`src/rtl/pmem_arbiter.sv`:
```
// rtl/pmem_arbiter.sv - shares one physical-memory line port between the I-cache and D-cache miss paths
// Optional registered response path (extra RESP_x cycle, latched rdata): define ARB_RDATA_REG_EN.
module pmem_arbiter #(
  parameter int ADDR_WIDTH   = 16,
  parameter int LINE_WIDTH   = 128,
  parameter int STARVE_LIMIT = 4
) (
  input  logic                  clk,
  input  logic                  rst,
  input  logic                  i_pmem_read,
  input  logic [ADDR_WIDTH-1:0] i_pmem_addr,
  output logic [LINE_WIDTH-1:0] i_pmem_rdata,
  output logic                  i_pmem_resp,
  input  logic                  d_pmem_read,
  input  logic                  d_pmem_write,
  input  logic [ADDR_WIDTH-1:0] d_pmem_addr,
  input  logic [LINE_WIDTH-1:0] d_pmem_wdata,
  output logic [LINE_WIDTH-1:0] d_pmem_rdata,
  output logic                  d_pmem_resp,
  output logic                  pmem_read,
  output logic                  pmem_write,
  output logic [ADDR_WIDTH-1:0] pmem_addr,
  output logic [LINE_WIDTH-1:0] pmem_wdata,
  input  logic [LINE_WIDTH-1:0] pmem_rdata,
  input  logic                  pmem_resp
);

  localparam int CW = $clog2(STARVE_LIMIT + 1);

`ifdef ARB_RDATA_REG_EN
  typedef enum logic [2:0] {IDLE, SERVE_I, SERVE_D, RESP_I, RESP_D} state_t;
`else
  typedef enum logic [1:0] {IDLE, SERVE_I, SERVE_D} state_t;
`endif

  state_t        r_state;
  state_t        w_next;
  logic [CW-1:0] r_starve;
  logic [CW-1:0] w_starve_next;
  logic          w_i_req;
  logic          w_d_req;
  logic          w_force_i;

  assign w_i_req   = i_pmem_read;
  assign w_d_req   = d_pmem_read | d_pmem_write;
  // D normally wins ties; once it has won STARVE_LIMIT contended grants in a row, I goes next.
  assign w_force_i = w_i_req && (r_starve == CW'(STARVE_LIMIT));

  always_ff @(posedge clk or posedge rst) begin
    if (rst) begin
      r_state  <= IDLE;
      r_starve <= '0;
    end else begin
      r_state  <= w_next;
      r_starve <= w_starve_next;
    end
  end

`ifdef ARB_RDATA_REG_EN
  logic [LINE_WIDTH-1:0] r_rdata;

  always_ff @(posedge clk or posedge rst) begin
    if (rst) begin
      r_rdata <= '0;
    end else if (pmem_resp && (r_state == SERVE_I || r_state == SERVE_D)) begin
      r_rdata <= pmem_rdata;
    end
  end
`endif

  always_comb begin
    w_next        = r_state;
    w_starve_next = r_starve;
    pmem_read     = 1'b0;
    pmem_write    = 1'b0;
    pmem_addr     = '0;
    pmem_wdata    = '0;
    i_pmem_resp   = 1'b0;
    d_pmem_resp   = 1'b0;
    i_pmem_rdata  = '0;
    d_pmem_rdata  = '0;
    case (r_state)
      IDLE: begin
        if (w_d_req && !w_force_i) begin
          w_next = SERVE_D;
          if (w_i_req && r_starve != CW'(STARVE_LIMIT)) begin
            w_starve_next = r_starve + 1'b1;
          end
        end else if (w_i_req) begin
          w_next        = SERVE_I;
          w_starve_next = '0;
        end
      end
      SERVE_I: begin
        pmem_read = 1'b1;
        pmem_addr = i_pmem_addr;
        if (pmem_resp) begin
`ifdef ARB_RDATA_REG_EN
          w_next = RESP_I;
`else
          i_pmem_resp  = 1'b1;
          i_pmem_rdata = pmem_rdata;
          w_next       = IDLE;
`endif
        end
      end
      SERVE_D: begin
        // A writeback takes precedence if the D-cache raises read and write together.
        pmem_read  = d_pmem_read & ~d_pmem_write;
        pmem_write = d_pmem_write;
        pmem_addr  = d_pmem_addr;
        pmem_wdata = d_pmem_wdata;
        if (pmem_resp) begin
`ifdef ARB_RDATA_REG_EN
          w_next = RESP_D;
`else
          d_pmem_resp  = 1'b1;
          d_pmem_rdata = pmem_rdata;
          w_next       = IDLE;
`endif
        end
      end
`ifdef ARB_RDATA_REG_EN
      RESP_I: begin
        i_pmem_resp  = 1'b1;
        i_pmem_rdata = r_rdata;
        w_next       = IDLE;
      end
      RESP_D: begin
        d_pmem_resp  = 1'b1;
        d_pmem_rdata = r_rdata;
        w_next       = IDLE;
      end
`endif
      default: w_next = IDLE;
    endcase
  end

endmodule
```
`config.mk`:
```
export PLATFORM = sky130hd
export DESIGN_NAME = pmem_arbiter
export DESIGN_NICKNAME = d
export VERILOG_FILES = /design/src/rtl/pmem_arbiter.sv
export SDC_FILE = /design/constraint.sdc
export NUM_CORES = 1
export LEC_CHECK = 0
export ABC_CLOCK_PERIOD_IN_PS = 1700
export CORE_AREA = 2 2 272 274
export CTS_BUF_LIST = sky130_fd_sc_hd__clkbuf_4
export DETAILED_ROUTE_END_ITERATION = 10
export DIE_AREA = 0 0 274 276
export SETUP_SLACK_MARGIN = 0.4
export SYNTH_ARGS = -nofsm -noshare
export SYNTH_HDL_FRONTEND = slang
export SYNTH_SLANG_ARGS = --single-unit
```
`constraint.sdc`:
```
create_clock -name clk -period 1.7 [get_ports clk]
set_clock_uncertainty 0.05 [all_clocks]
set_input_delay 0.34 -clock clk [delete_from_list [all_inputs] [get_ports clk]]
set_output_delay 0.34 -clock clk [all_outputs]
set_load 0.01 [all_outputs]
```
Yosys cells after proc, flatten, opt, wreduce, memory -nomap -nowiden

Cells that the tools add are included.

Reductions and logical operators: 9
Eq/ne operators: 7
Bitwise gates (word level): 3
Add/sub/neg operators: 1
Multiplexer cells: 17

Operators by type and width:

| operator                                               | number |
|---|---|
| two-way mux 128 bit                                    | 4 |
| case mux 16 bit (2 select lines)                       | 1 |
| two-way mux 3 bit                                      | 3 |
| two-way mux 2 bit                                      | 3 |
| inequality test 3 bit (second input constant)          | 2 |
| two-way mux 1 bit                                      | 4 |
| inequality test 2 x 1 -> 1 bit (second input constant) | 2 |
| case mux 2 bit (2 select lines)                        | 1 |
| adder 3 x 1 -> 3 bit (second input constant)           | 1 |
| == test 3 bit (second input constant)                  | 1 |
| logical AND 1 bit                                      | 3 |
| AND reduction 3 bit                                    | 1 |
| == test 2 x 1 -> 1 bit (second input constant)         | 1 |
| == test 2 bit (second input constant)                  | 1 |
| logical NOT 2 bit                                      | 1 |
| case mux 1 bit (2 select lines)                        | 1 |
| AND reduction 2 bit                                    | 1 |
| nonzero test 2 bit                                     | 1 |
| OR reduction 2 bit                                     | 1 |
| bitwise AND 1 bit                                      | 1 |
| logical NOT 1 bit                                      | 1 |
| NOT 1 bit                                              | 1 |
| bitwise OR 1 bit                                       | 1 |

Bits of input ports: 294
Register bits after elaboration: 5
Word-level logic and storage cells: 39
Output and inout bits: 404

Longest topological paths before layout

Gate-level depths: netlist of run 1.

Word-level depth: 6
Gate-level depth with buffers: 6

Worst setup path before layout of run 1

Ideal clock, no wire load.

Path kind: flip-flop to output port
Start: register r_state[0]
End: output d_pmem_rdata[37]
Arrival time: 1337 ps
Setup slack: -27 ps
Stages on the path, launching flop included: 7
Buffers on the path: 3
Required time: 1310 ps
Cells stage by stage: dfrtp_1 > inv_1 > ha_1 > buf_4 > buf_2 > clkbuf_1 > and3_1

Cells in the longest elaborated chain, start to end: 2

RTL lines:

| item                     | line | RTL |
|---|---|---|
| start: declaration       | 36   | `state_t r_state;` |
| start signal: assignment | 54   | `r_state <= w_next;` |
| == test 2 bit            | 82   | `case (r_state)` |
| two-way mux 128 bit      | 82   |  |
| end: declaration         | 18   | `output logic [LINE_WIDTH-1:0] d_pmem_rdata,` |

No other way between the ends.

Worst setup path after layout of run 1

Start: register r_state[1]
End: output pmem_wdata[26]

Cells in the longest elaborated chain, start to end: 2

RTL lines:

| item                | line | RTL |
|---|---|---|
| == test 2 bit       | 82   |  |
| two-way mux 128 bit | 82   |  |
| end: declaration    | 23   | `output logic [LINE_WIDTH-1:0] pmem_wdata,` |

No other way between the ends.

==> flow_summary.yaml, run 1 <==
run_status:
  outcome: "finished with violations"
  violations: "setup timing"
layout:
  final_cell_mix: "clkdlybuf4s50_1, and3_1, and2_1, and3_4, buf_4"
  stdcell_count: 2220
  nets: 1559
  syn_to_final_growth_pct: 274
  final_core_util: 0.172
  layout-drive-gt1-share: 0.352
  final_area_um2: 12500
  final_common_cell: "clkdlybuf4s50_1"
critical_path:
  reg2reg_slack_ns: 0.02
  worst_r2r_startpoint: "r_state[1]"
  cp_top_family: "buffers and inverters"
  path_class: "flip-flop to output port"
  worst_path_largest_cell_delay_ns: 0.48
  cp_num_buf_inv: 5
  crit_path_top_delay_cell: "clkdlybuf4s50_1"
  endpoint_kind: "output port"
  critPathLaunchType: "flip-flop"
  worstReg2RegEnd: "r_state[0]"
  cp_max_fo: 12
  r2r_cells: 6
  cp.required_ns: 1.31
  crit_top_cell: "buf_4"
  path_cells: "buf_4 > ha_4 > buf_12 > buf_4 > buf_4 > and2_1 > clkdlybuf4s50_1"
  cp.arrival_ns: 2.01
power_and_ir_drop:
  powerDensity_nw_per_um2: 944
  total_power_mw: 11.8
  leakage_nw: 5.94
  ir_drop_mv: 0.491
placed_design:
  hpwlAfterDp_um: 32900
  post-place-ws_ns: -0.603
  place_congestion: 0.854
  place_area_um2: 12400
  dpl.cell_count: 2185
  io_buffer_count: 697
sta:
  slew_headroom: 0.809
  min_period_ns: 2.40
  setup_viol: 404
  post-route-period-util: 1.41
  post-route-worst-setup-slack_ns: -0.698
  slew_viol_final: 0
  hold_viol_final: 0
  worstMarginPinSlew_ns: 0.284
  fin_hold_ws_ns: 0.248
  fin_setup_tns_ns: -185.17
  rsz0062_at_grt: "yes"
  timing.fmax_mhz: 417
grt:
  grt_max_degree: 63
  grt_pass1_wl_um: 52100
  first_global_vias: 6717
  grtUsageTotal: 0.0957
  grt_remaining_overflow: 0
  antenna_found_initial: 8
synth:
  seq_area_frac_synth: 0.0374
  yosys_warnings: 0
  syn-cell-area_um2: 3350
  yosysUniqueCellTypes: 25
  syn_inst: 534
  ys_seq_elements: 5
  syn_area_per_cell_um2: 6.27
  synth_nets: 835
clock_tree:
  numCtsBuffers: 3
  ctsLongestPathBuffers: 2
  hold_buffers: 0
  cts_num_sinks: 5
  htree_levels: 1
  cts_tree: "yes"
  worstSkewPairLatency_ns: 0.24
  cts.clk_slew.worst_paths_ns: 0.04
  root_buffer: "clkbuf_4"
drt:
  detail-route-antenna-nets: 0
  wirelength_um: 40200
  drt-initial-drc-count: 244
  m1WireLength_um: 16800
  wl_met2_um: 17700
  drc: 0
  dr.pass1.iters: 4
  via_count: 6897
  routedWlPerCell_um: 18.1
  dr_wl_met3_um: 5080
  routed.top_layer: "met5"
  post_drt_via_cell_ratio: 3.11
floorplanning:
  core_area_um2: 72600
  rows: 99
  fp.dieH_um: 276
  dieArea_um2: 75600
  ios: 698
  dieWidth_um: 274
  initial_utilization: 0.0461
hold_path:
  min_path_type: "input pin to asynchronous set/reset pin"
job:
  maxCapViolCount: 0
==> cells in the mapped netlist <==
library cell / number / area (um^2)
a2bb2oi_1: 1 / 8.76
o2bb2ai_1: 1 / 8.76
clkbuf_1: 33 / 124
o311ai_0: 1 / 8.76
o21a_1: 1 / 7.51
a21o_1: 1 / 7.51
nor2_1: 1 / 3.75
nor2b_1: 17 / 106
nor4b_1: 1 / 8.76
a21oi_1: 1 / 5.00
and2_1: 131 / 820
inv_1: 6 / 22.5
a311oi_1: 1 / 8.76
buf_2: 40 / 200
clkbuf_2: 1 / 5.00
o21ai_0: 2 / 10.0
and3b_1: 1 / 8.76
and3_1: 256 / 1600
dfrtp_1: 5 / 125
buf_4: 1 / 7.51
nand3_1: 3 / 15.0
or3_1: 1 / 6.26
ha_1: 7 / 87.6
nand2_1: 5 / 18.8
a22oi_1: 16 / 120
==> kinds of logic (layout without fill, tap and decap cells) <==
family / count (synthesis) / count (layout) / share of synthesized area
other: 0 / 4 / 0
buffers and inverters: 81 / 804 / 0.107
adder cells (fa/ha/maj): 7 / 7 / 0.0262
AND/OR/NAND/NOR: 416 / 416 / 0.774
flip-flops: 5 / 5 / 0.0374
AO/OA/AOI/OAI: 25 / 25 / 0.0554
==> sequential cells by signal, summed over array words and instances, names as in the netlist <==
name	count
r_starve	3
r_state	2
==> worst max path at each step <==
stage | slack [ns] | end | from | cells after the start
floorplan | 0.07 | pmem_addr[3] | r_state[0] | 4
global placement | -0.56 | pmem_addr[14] | r_state[0] | 6
detailed placement | -0.60 | pmem_addr[14] | r_state[0] | 6
CTS | -0.75 | i_pmem_rdata[54] | r_state[1] | 6
global route | -0.79 | d_pmem_rdata[22] | r_state[0] | 6
finish | -0.70 | pmem_wdata[26] | r_state[1] | 7
==> routing by layer <==
metal / vias to the layer above / GRT usage
met5: - / 0
li1: 3323 / -
met2: 416 / 0.156
met3: 22 / 0.0412
met1: 3130 / 0.119
met4: 6 / 0.0103
==> final cells by class <==
cell class                      instances  area (um^2)
Antenna cell                            4         10.0
Tap cell                              959         1200
Fill cell                            8229        60100
Clock buffer                            4         30.0
Sequential cell                         5          126
Multi-Input combinational cell        448         3520
Timing Repair Buffer                  794         7600
Inverter                                6         25.0
==> where the power goes <==
group          internal [mW]  leakage [nW]  switching (mW)
sequential             0.173        0.0630          0.0476
clock                  0.105        0.0184          0.0490
combinational           6.25          5.85            5.20
==> timing repair <==
item / in CTS / in global routing
pin swaps: 2 / 1
cloned: 4 / 3
buffers inserted: 14 / 6
gates resized for setup: 427 / 267
setup endpoints to repair: 409 / 409
No activity file was read; power rests on OpenSTA's default activity.
==> run 2, diff against run 1 <==
--- a/config.mk
+++ b/config.mk
@@ -10,7 +10,6 @@
 export CTS_BUF_LIST = sky130_fd_sc_hd__clkbuf_4
 export DETAILED_ROUTE_END_ITERATION = 10
 export DIE_AREA = 0 0 274 276
-export SETUP_SLACK_MARGIN = 0.4
 export SYNTH_ARGS = -nofsm -noshare
 export SYNTH_HDL_FRONTEND = slang
 export SYNTH_SLANG_ARGS = --single-unit
==> run 2 against run 1 <==
Net effect: the flow still finishes with violations (setup timing); critical path depth did not move; worst hold slack improved by 0.0078 ns; largest power group unchanged; routed wire length fell by 2.0%; die area did not move; clock power barely moved; sequential cell count did not move; register-to-register slack got worse by 0.15 ns; combinational power rose by 4%; global-route usage fell by 0.86 points.
==> flow_summary.yaml, run 2 (same netlist as run 1, synthesis figures left out) <==
critical_path:
  cp_num_buf_inv: 4
  worst_r2r_startpoint: "r_state[1]"
  r2r_cells: 8
  endpoint_kind: "output port"
  crit_path_top_delay_cell: "dfrtp_1"
  reg2reg_slack_ns: -0.13
  crit_path_end: "pmem_addr[2]"
  path_class: "flip-flop to output port"
  cp.required_ns: 1.31
  cp_top_family: "buffers and inverters"
  cp_max_fo: 11
  cp.arrival_ns: 1.76
  cp.depth: 7
  startpoint: "r_state[1]"
  crit_top_cell: "buf_12"
  critPathLaunchType: "flip-flop"
  worst_path_largest_cell_delay_ns: 0.40
  path_cells: "buf_6 > ha_4 > buf_12 > buf_12 > a22oi_2 > nor2b_1 > clkbuf_2"
  worstReg2RegEnd: "r_state[0]"
hold_path:
  min_path_type: "input pin to asynchronous set/reset pin"
sta:
  slew_headroom: 0.798
  hold_viol_final: 0
  min_period_ns: 2.15
  post-route-period-util: 1.27
  setup_viol: 406
  post-route-worst-setup-slack_ns: -0.452
  timing.fmax_mhz: 465
  slew_viol_final: 0
  rsz0062_at_grt: "yes"
  worstMarginPinSlew_ns: 0.299
drt:
  dr.pass1.iters: 4
  via_count: 7055
  wirelength_um: 39400
  post_drt_via_cell_ratio: 3.12
  drc: 0
  detail-route-antenna-nets: 0
  drt-initial-drc-count: 167
  routedWlPerCell_um: 17.4
grt:
  grt_remaining_overflow: 0
  first_global_vias: 6889
  grtUsageTotal: 0.0871
  grt_pass1_wl_um: 48900
  antenna_found_initial: 5
  grt_max_degree: 32
power_and_ir_drop:
  total_power_mw: 12.2
  powerDensity_nw_per_um2: 942
  ir_drop_mv: 0.614
  leakage_nw: 8.14
clock_tree:
  cts.clk_slew.worst_paths_ns: 0.04
  cts_num_sinks: 5
  worstSkewPairLatency_ns: 0.24
  htree_levels: 1
  ctsLongestPathBuffers: 2
  cts_tree: "yes"
  numCtsBuffers: 3
  root_buffer: "clkbuf_4"
run_status:
  outcome: "finished with violations"
  violations: "setup timing"
layout:
  final_cell_mix: "clkdlybuf4s50_1, and3_1, dlymetal6s2s_1, and2_1, clkbuf_2"
  reg.largest.list: "r_starve (3), r_state (2)"
  final_common_cell: "clkdlybuf4s50_1"
  nets: 1597
  n_fill_cell: 8233
  largest_reg_flops: 3
  layout-drive-gt1-share: 0.378
  stdcell_count: 2261
  largest-register: "r_starve"
  syn_to_final_growth_pct: 287
floorplanning:
  dieArea_um2: 75600
  core_area_um2: 72600
  ios: 698
  fp.dieH_um: 276
  initial_utilization: 0.0461
  dieWidth_um: 274
  rows: 99
placed_design:
  hpwlAfterDp_um: 28500
  io_buffer_count: 697
  place_congestion: 0.778
  dpl.cell_count: 2184
job:
  maxCapViolCount: 0
run 2: cell types whose count changed in the layout (fill, tap and decap cells not counted), sizes merged:
cell           delta
diode             +3
dlymetal6s2s    +115
clkbuf           +65
clkdlybuf4s15    -11
buf              +43
clkdlybuf4s50   -160
dlygate4sd2      -14
run 2: worst min-delay path by stage:
| stage | startpoint | endpoint | slack (ns) | depth (start not counted) |
|---|---|---|---|---|
| finish | rst | r_starve[0] | 0.26 | 2 |
| global route | rst | r_starve[1] | 0.25 | 2 |
| CTS | rst | r_starve[1] | 0.26 | 2 |
| detailed placement | r_starve[1] | r_starve[1] | 0.47 | 2 |
| global placement | r_starve[1] | r_starve[1] | 0.45 | 2 |
| floorplan | rst | r_starve[0] | 0.07 | 1 |
run 2: cell type report:
class                   count  area [um^2]  area share
diodes                      7         17.5     0.00135
clock buffers               4         30.0     0.00232
inverters                   6         22.5     0.00174
multi-input cells         448         3290       0.254
flip-flops and latches      5          125     0.00965
well taps                 959         1200      0.0926
repair buffers            832         8280       0.639
run 2: power breakdown:
group          internal (mW)  switching [mW]
Combinational           6.68            5.17
Clock                  0.105          0.0490
Sequential             0.172          0.0456
Total                   6.95            5.26
run 2: per-stage QoR:
step	hold WS (ns)	setup TNS, ns	area, um^2	util	setup WS [ns]
2_1_floorplan	0.0685	0	3350	-	0.0250
3_3_place_gp	0.451	-193.72	11900	0.164	-0.582
3_5_place_dp	0.466	-189.71	11900	0.164	-0.583
4_1_cts	0.256	-255.84	12200	0.168	-0.772
5_1_grt	0.255	-168.87	12900	0.178	-0.513
6_report	0.256	-135.51	13000	0.179	-0.452
run 2: routing by layer:
metal	track usage	part of all wire	wire (um)
met2	0.158	0.48	19000
met5	0	0	0
met1	0.109	0.43	17000
met3	0.0171	0.077	3010
met4	0.00697	0.0083	326
run 2: repair_timing:
action,4_1_cts,5_1_grt
hold buffers,0,0
endpoints found under the setup margin,406,406
resized for setup,269,849
pin swaps,3,27
cloned,9,17
buffers inserted,12,37
